### config.mk
export PLATFORM = sky130hd
export DESIGN_NAME = r2mdc_input_commutator
export DESIGN_NICKNAME = d
export VERILOG_FILES = /design/src/rtl/r2mdc_pkg.sv /design/src/rtl/r2mdc_delay_ram.sv /design/src/rtl/r2mdc_input_commutator.sv
export SDC_FILE = /design/constraint.sdc
export NUM_CORES = 1
export LEC_CHECK = 0
export ABC_AREA = 1
export CAP_MARGIN = 20
export CELL_PAD_IN_SITES_DETAIL_PLACEMENT = 1
export CELL_PAD_IN_SITES_GLOBAL_PLACEMENT = 1
export CORE_ASPECT_RATIO = 0.9
export CORE_MARGIN = 1.5
export CORE_UTILIZATION = 30
export DETAILED_ROUTE_END_ITERATION = 8
export PLACE_DENSITY_LB_ADDON = 0.1
export SYNTH_ARGS = -nofsm -noshare
export SYNTH_HDL_FRONTEND = slang
export SYNTH_SLANG_ARGS = --single-unit
### constraint.sdc
create_clock -name clk -period 3.28 [get_ports clk]
set_clock_uncertainty 0.2 [all_clocks]
set_input_delay 0.328 -clock clk [delete_from_list [all_inputs] [get_ports clk]]
set_output_delay 0.328 -clock clk [all_outputs]
set_load 0.01 [all_outputs]
### src/rtl/r2mdc_pkg.sv
// Shared types for the R2MDC FFT pipeline (commutators, butterflies).
package r2mdc_pkg;
  localparam int DATA_W = 16;

  // Complex sample at the default datapath width.
  typedef struct packed {
    logic signed [DATA_W-1:0] re;
    logic signed [DATA_W-1:0] im;
  } cplx_t;

  // Commutator phase: FILL stores the first half-frame, PAIR emits pairs.
  typedef enum logic {FILL = 1'b0, PAIR = 1'b1} state_t;
endpackage

### src/rtl/r2mdc_delay_ram.sv
// Single-port synchronous delay RAM: one-cycle read, rdata holds between reads.
module r2mdc_delay_ram #(
  parameter int DEPTH = 8,
  parameter int W     = 32,
  localparam int AW   = (DEPTH > 1) ? $clog2(DEPTH) : 1
) (
  input  logic          clk,
  input  logic          rst,
  input  logic          en,
  input  logic          we,
  input  logic [AW-1:0] addr,
  input  logic [W-1:0]  wdata,
  output logic [W-1:0]  rdata
);
  logic [W-1:0] mem [DEPTH];

  // Write port: contents are never cleared, only overwritten.
  always_ff @(posedge clk) begin
    if (en && we) mem[addr] <= wdata;
  end

  // Read register: reset to zero so the A outputs start clean; holds when idle.
  always_ff @(posedge clk) begin
    if (rst)            rdata <= '0;
    else if (en && !we) rdata <= mem[addr];
  end
endmodule

### src/rtl/r2mdc_input_commutator.sv
// R2MDC input commutator: pairs x[k] with x[k+N/2] for the first butterfly.
// Optional feature macro: R2MDC_CMT_SOP_EN (in_sop restarts the frame count).
module r2mdc_input_commutator
  import r2mdc_pkg::*;
#(
  parameter int N      = 16,
  parameter int DATA_W = r2mdc_pkg::DATA_W
) (
  input  logic              clk,
  input  logic              rst,
  input  logic              in_valid,
  input  logic              in_sop,
  input  logic [DATA_W-1:0] in_re,
  input  logic [DATA_W-1:0] in_im,
  output logic              out_valid,
  output logic              out_last,
  output logic [DATA_W-1:0] A_re,
  output logic [DATA_W-1:0] A_im,
  output logic [DATA_W-1:0] B_re,
  output logic [DATA_W-1:0] B_im
);
  localparam int CW   = $clog2(N);
  localparam int HALF = N / 2;
  localparam int AW   = (HALF > 1) ? $clog2(HALF) : 1;

  logic [CW-1:0]       cnt, cnt_eff;
  state_t              st, cur_st;
  logic                sop_hit;
  logic                pair_acc;
  logic [2*DATA_W-1:0] rdata;
  logic [DATA_W-1:0]   b_re_q, b_im_q;

`ifdef R2MDC_CMT_SOP_EN
  assign sop_hit = in_valid & in_sop;
`else
  logic unused_sop;
  assign unused_sop = in_sop;
  assign sop_hit    = 1'b0;
`endif

  // A start-of-frame sample is treated as count 0 (FILL) this very cycle.
  assign cnt_eff  = sop_hit ? '0 : cnt;
  assign cur_st   = sop_hit ? FILL : st;
  assign pair_acc = in_valid && (cur_st == PAIR);

  r2mdc_delay_ram #(.DEPTH(HALF), .W(2*DATA_W)) u_ram (
    .clk  (clk),
    .rst  (rst),
    .en   (in_valid),
    .we   (cur_st == FILL),
    .addr (cnt_eff[AW-1:0]),
    .wdata({in_re, in_im}),
    .rdata(rdata)
  );

  // Sample counter and phase FSM; everything holds while in_valid is low.
  always_ff @(posedge clk) begin
    if (rst) begin
      cnt <= '0;
      st  <= FILL;
    end else if (in_valid) begin
      cnt <= cnt_eff + 1'b1;
      case (cur_st)
        FILL: if (cnt_eff == CW'(HALF-1)) st <= PAIR;
        PAIR: if (cnt_eff == CW'(N-1))    st <= FILL;
        default: st <= FILL;
      endcase
    end
  end

  // B path registered once so it lines up with the RAM read of A.
  always_ff @(posedge clk) begin
    if (rst) begin
      out_valid <= 1'b0;
      out_last  <= 1'b0;
      b_re_q    <= '0;
      b_im_q    <= '0;
    end else begin
      out_valid <= pair_acc;
      out_last  <= pair_acc && (cnt_eff == CW'(N-1));
      if (pair_acc) begin
        b_re_q <= in_re;
        b_im_q <= in_im;
      end
    end
  end

  assign A_re = rdata[2*DATA_W-1:DATA_W];
  assign A_im = rdata[DATA_W-1:0];
  assign B_re = b_re_q;
  assign B_im = b_im_q;
endmodule
# [Yosys cells after proc, flatten, opt, wreduce, memory -nomap -nowiden]
# Memory sizes are Yosys's and may differ from the RTL's. A register that Yosys moved wholly into a read port is not among the register bits.
# Cells that the tools add are included.
[totals] reg_bits=39 mem_count=1 ram_bits=256 word_cells=19 inputBits=36
[memory_table] name="u_ram.mem" words=8 width=32 rd=1 rd_clocked_by_memory_dff=1 wr=1 line="r2mdc_delay_ram.sv:15" rtl="logic [W-1:0] mem [DEPTH];"
[op_classes] n_eq_ne=2 muxes=5 n_addsub=1 n_reduce_logical=3 bitwise=1
[op_table] operator="$add A4 B1 Y4 const B" count=1
[op_table] operator="$eq A4 B3 Y1 const B" count=1
[op_table] operator="$eq A4 B4 Y1 const B" count=1
[op_table] operator="$mux W1" count=4
[op_table] operator="$logic_and A1 B1 Y1" count=3
[op_table] operator="$pmux W1 S2" count=1
[op_table] operator="$not A1 Y1" count=1

# [Longest topological paths before layout]
[depth] depth_word=4 mapped_depth=9

# [Modules after synthesis]
# From an unflattened synthesis, not the netlist that was laid out.
[hier_totals] hier_cells=1289 area_unflattened_um2=13122.6
[modules_own_cells] mod="r2mdc_delay_ram" n_inst=1 area_each_um2=11748.8 cells_each=1116
[modules_own_cells] mod="r2mdc_input_commutator" n_inst=1 area_each_um2=1373.8 cells_each=173

# [Worst setup path before layout]
# OpenSTA, ideal clock, no wires.
[synth_path] kind="register to register" startpoint="register cnt[0]" endpoint="memory u_ram.mem[0][0], enable pin" setup_ns=0.421 path_buffers=3 arrival_ns=2.412 slack_ns=0.247 path_stages_with_launch=7 cell_sequence="dfxtp_1 > buf_2 > inv_2 > buf_2 > buf_2 > nand3_1 > nor2_1"
[synth_lines] element="start, declared" line="r2mdc_input_commutator.sv:26" rtl="logic [CW-1:0] cnt, cnt_eff;"
[synth_lines] element="start signal, assigned" line="r2mdc_input_commutator.sv:62" rtl="cnt <= cnt_eff + 1'b1;"
[synth_lines] element="end, declared" line="r2mdc_delay_ram.sv:15"
# Straight into the memory's write port.

# [Worst setup path in the final report]
[layout_path] startpoint="register cnt[0]" endpoint="memory u_ram.mem[0][24], enable pin"
# Straight into the memory's write port.

==> run metrics <==
sequential-to-total area share from yosys stat 0.691; Post-DP Area 0.0150 mm^2; Final Max Slew Viols 0; Slew headroom 0.518; Clock Latency Late Sink 540 ps; drt via density 4.45; n_diodes 0; # DRC 0; Worst Setup Slack, final 801 ps; Die X 224 um; post-synthesis cell area 0.0132 mm^2; fmax 0.403 GHz; CTS tree done; switching part of the total 0.224; PostCTS Resize Cnt 0; share of layout cells above drive strength 1 0.0837; Synth cell types 20; WP data arrival 2510 ps; die area 0.0452 mm^2; WP buf/inv 2; routed wire length 33.5 mm; delay-heaviest family, CP simple AND/OR/NAND/NOR gates; CP Cell Sequence clkinv_2, nand3_1, nor2_4, buf_12; status finished clean; hold buffer count at CTS 0; Longest Clk Path Bufs 3; clock sink count 327; core footprint 0.0432 mm^2; Congestion Overflow GR 0; Hold Crit Class in2reg; initial antenna violation count 1; Total GRT Usage 0.153; reg2reg end u_ram.mem[0][24]; Net count, final 1442; synthesis warning total 0; Clock power frac 0.434; Critical Path End u_ram.mem[0][24]; Pleak 0.00635 uW; vias in the first global route 9067; Finished Layout Cells 1989; # Post-CTS Setup Buffers 0; Final Hold Vio Count 0; critical path type reg2reg; cell count along the critical path 4; first-pass GRT wire length 52.8 mm; reg2reg path depth 4; Crit path required time 3310 ps; H-tree Lvls 2; combinational share of power 0.057; crit path capture type flip-flop; Ports 102; #FFs+latches synth 327; Seq pwr share 0.509; HPWL Detailed 18.8 mm; R2R setup slack 800 ps; CTS Buf Count 39; post-route cell area 0.0162 mm^2; gp weighted congestion 0.682; synthesized instance count 1298; Routed Antenna Nets 0; Routed WL per cell 16.8 um; final setup vio count 0; violation count after the first detailed-routing iteration 375; P per Cell Area 554 mW/mm^2; RSZ-0062 raised after global routing false; Max rail drop VDD 0.283 mV; fin crit share 0.756; Worst Setup Start Kind flip-flop; synthesized area per cell 10.2 um^2; pre-CTS setup slack 457 ps; Switch Pwr 2000 uW; Area Overhead vs Synth 22.7%; chip height 202 um; CP max-delay cell nor2_4; pin count of the biggest net entering global routing 163; drt pass-1 iters 4; Net Count, Synth 1335; Initial Util 0.305; clock-pin slew of the registers on the worst-case setup and hold paths 60 ps; IO buf count 100; Max-cap violations 0; Critical Path Fanout Max 32; Vias 8848; Placed Cells 1919; minimum clock period 2480 ps; r2r startpoint cnt[0]; Fin Setup TNS 0 ps; root buf cell clkbuf_16; Slew @ Worst Pin 723 ps; row count 72; CP max stage delay 500 ps; Internal 6950 uW; Worst Setup SP cnt[0]
## per-layer routing
metal | up-vias | routed length [um] | GRT usage
met4 | 0 | 708 | 0.0495
met1 | 4334 | 16400 | 0.206
met3 | 46 | 1020 | 0.0266
li1 | 4358 | - | -
met2 | 110 | 15300 | 0.249
met5 | - | 0 | 0
## cell usage after synthesis
cell | count | share of area
nor2_2 | 1 | 0.00047
nor2_1 | 144 | 0.041
clkbuf_1 | 27 | 0.0077
a21oi_1 | 4 | 0.0015
buf_1 | 3 | 0.00085
inv_1 | 235 | 0.067
or2_2 | 31 | 0.015
nor3_1 | 1 | 0.00038
inv_2 | 1 | 0.00028
nand3_1 | 162 | 0.062
edfxtp_1 | 256 | 0.58
dfxtp_1 | 71 | 0.11
nand2_1 | 261 | 0.074
o21ai_0 | 65 | 0.025
nand2_2 | 1 | 0.00047
clkbuf_2 | 1 | 0.00038
ha_1 | 1 | 0.00095
o21ai_1 | 3 | 0.0011
buf_4 | 1 | 0.00057
buf_2 | 29 | 0.011
## cell families (layout without fill, tap and decap cells)
logic type / Yosys count / after routing / share of synthesized area
AOI/OAI and AO/OA: 72 / 72 / 0.0273
adders and majority gates: 1 / 1 / 0.000949
buffers and inverters: 297 / 433 / 0.0877
DFF: 327 / 327 / 0.691
and+or+nand+nor: 601 / 601 / 0.193
## how the worst min path moves through the flow
stage	start	end	slack, ps	depth (start not counted)
floorplan	rst	cnt[1]	200	1
global placement	B_im[11]	B_im[11]	260	2
detailed placement	B_re[5]	B_re[5]	270	2
CTS	rst	cnt[1]	260	2
global route	rst	out_valid	270	2
finish	rst	cnt[1]	270	2
## layout make-up
class | count | area (um^2)
Clock buffer | 61 | 1080
Sequential cell | 327 | 9110
Multi-Input combinational cell | 674 | 3000
Clock inverter | 9 | 46.3
Fill cell | 4769 | 27000
Inverter | 236 | 890
Tap cell | 555 | 694
Timing Repair Buffer | 127 | 1350
## power groups by stage
stage | registers, uW | clock network [uW] | logic, uW
3_5_place_dp | 4640 | 0 | 529
3_3_place_gp | 4640 | 0 | 524
6_report | 4560 | 3890 | 510
4_1_cts | 4560 | 4040 | 530
2_1_floorplan | 4640 | 0 | 281
5_1_grt | 4560 | 4200 | 580
## placed cells by master (no fill, tap or decap), drive strengths merged
cell	count
inv	236
edfxtp	256
clkinv	8
clkinvlp	1
buf	27
clkbuf	61
ha	1
nand2	262
nor3	1
nor2	145
clkdlybuf4s50	100
or2	31
nand3	162
dfxtp	71
a21oi	4
o21ai	68
## registers in the layout, indices dropped and copies added, names as in the netlist
register,flops
out_valid,1
B_im,16
out_last,1
u_ram.mem,256
B_re,16
u_ram.rdata,32
cnt,4
cur_st,1
## through the flow
step / total power, uW / utilization / hold slack (ps)
2_1_floorplan: 4920 / - / 200
3_3_place_gp: 5160 / 0.349 / 262
3_5_place_dp: 5170 / 0.349 / 271
4_1_cts: 9120 / 0.375 / 264
5_1_grt: 9340 / 0.375 / 270
6_report: 8960 / 0.375 / 267
(Power assumes the default switching activity.)
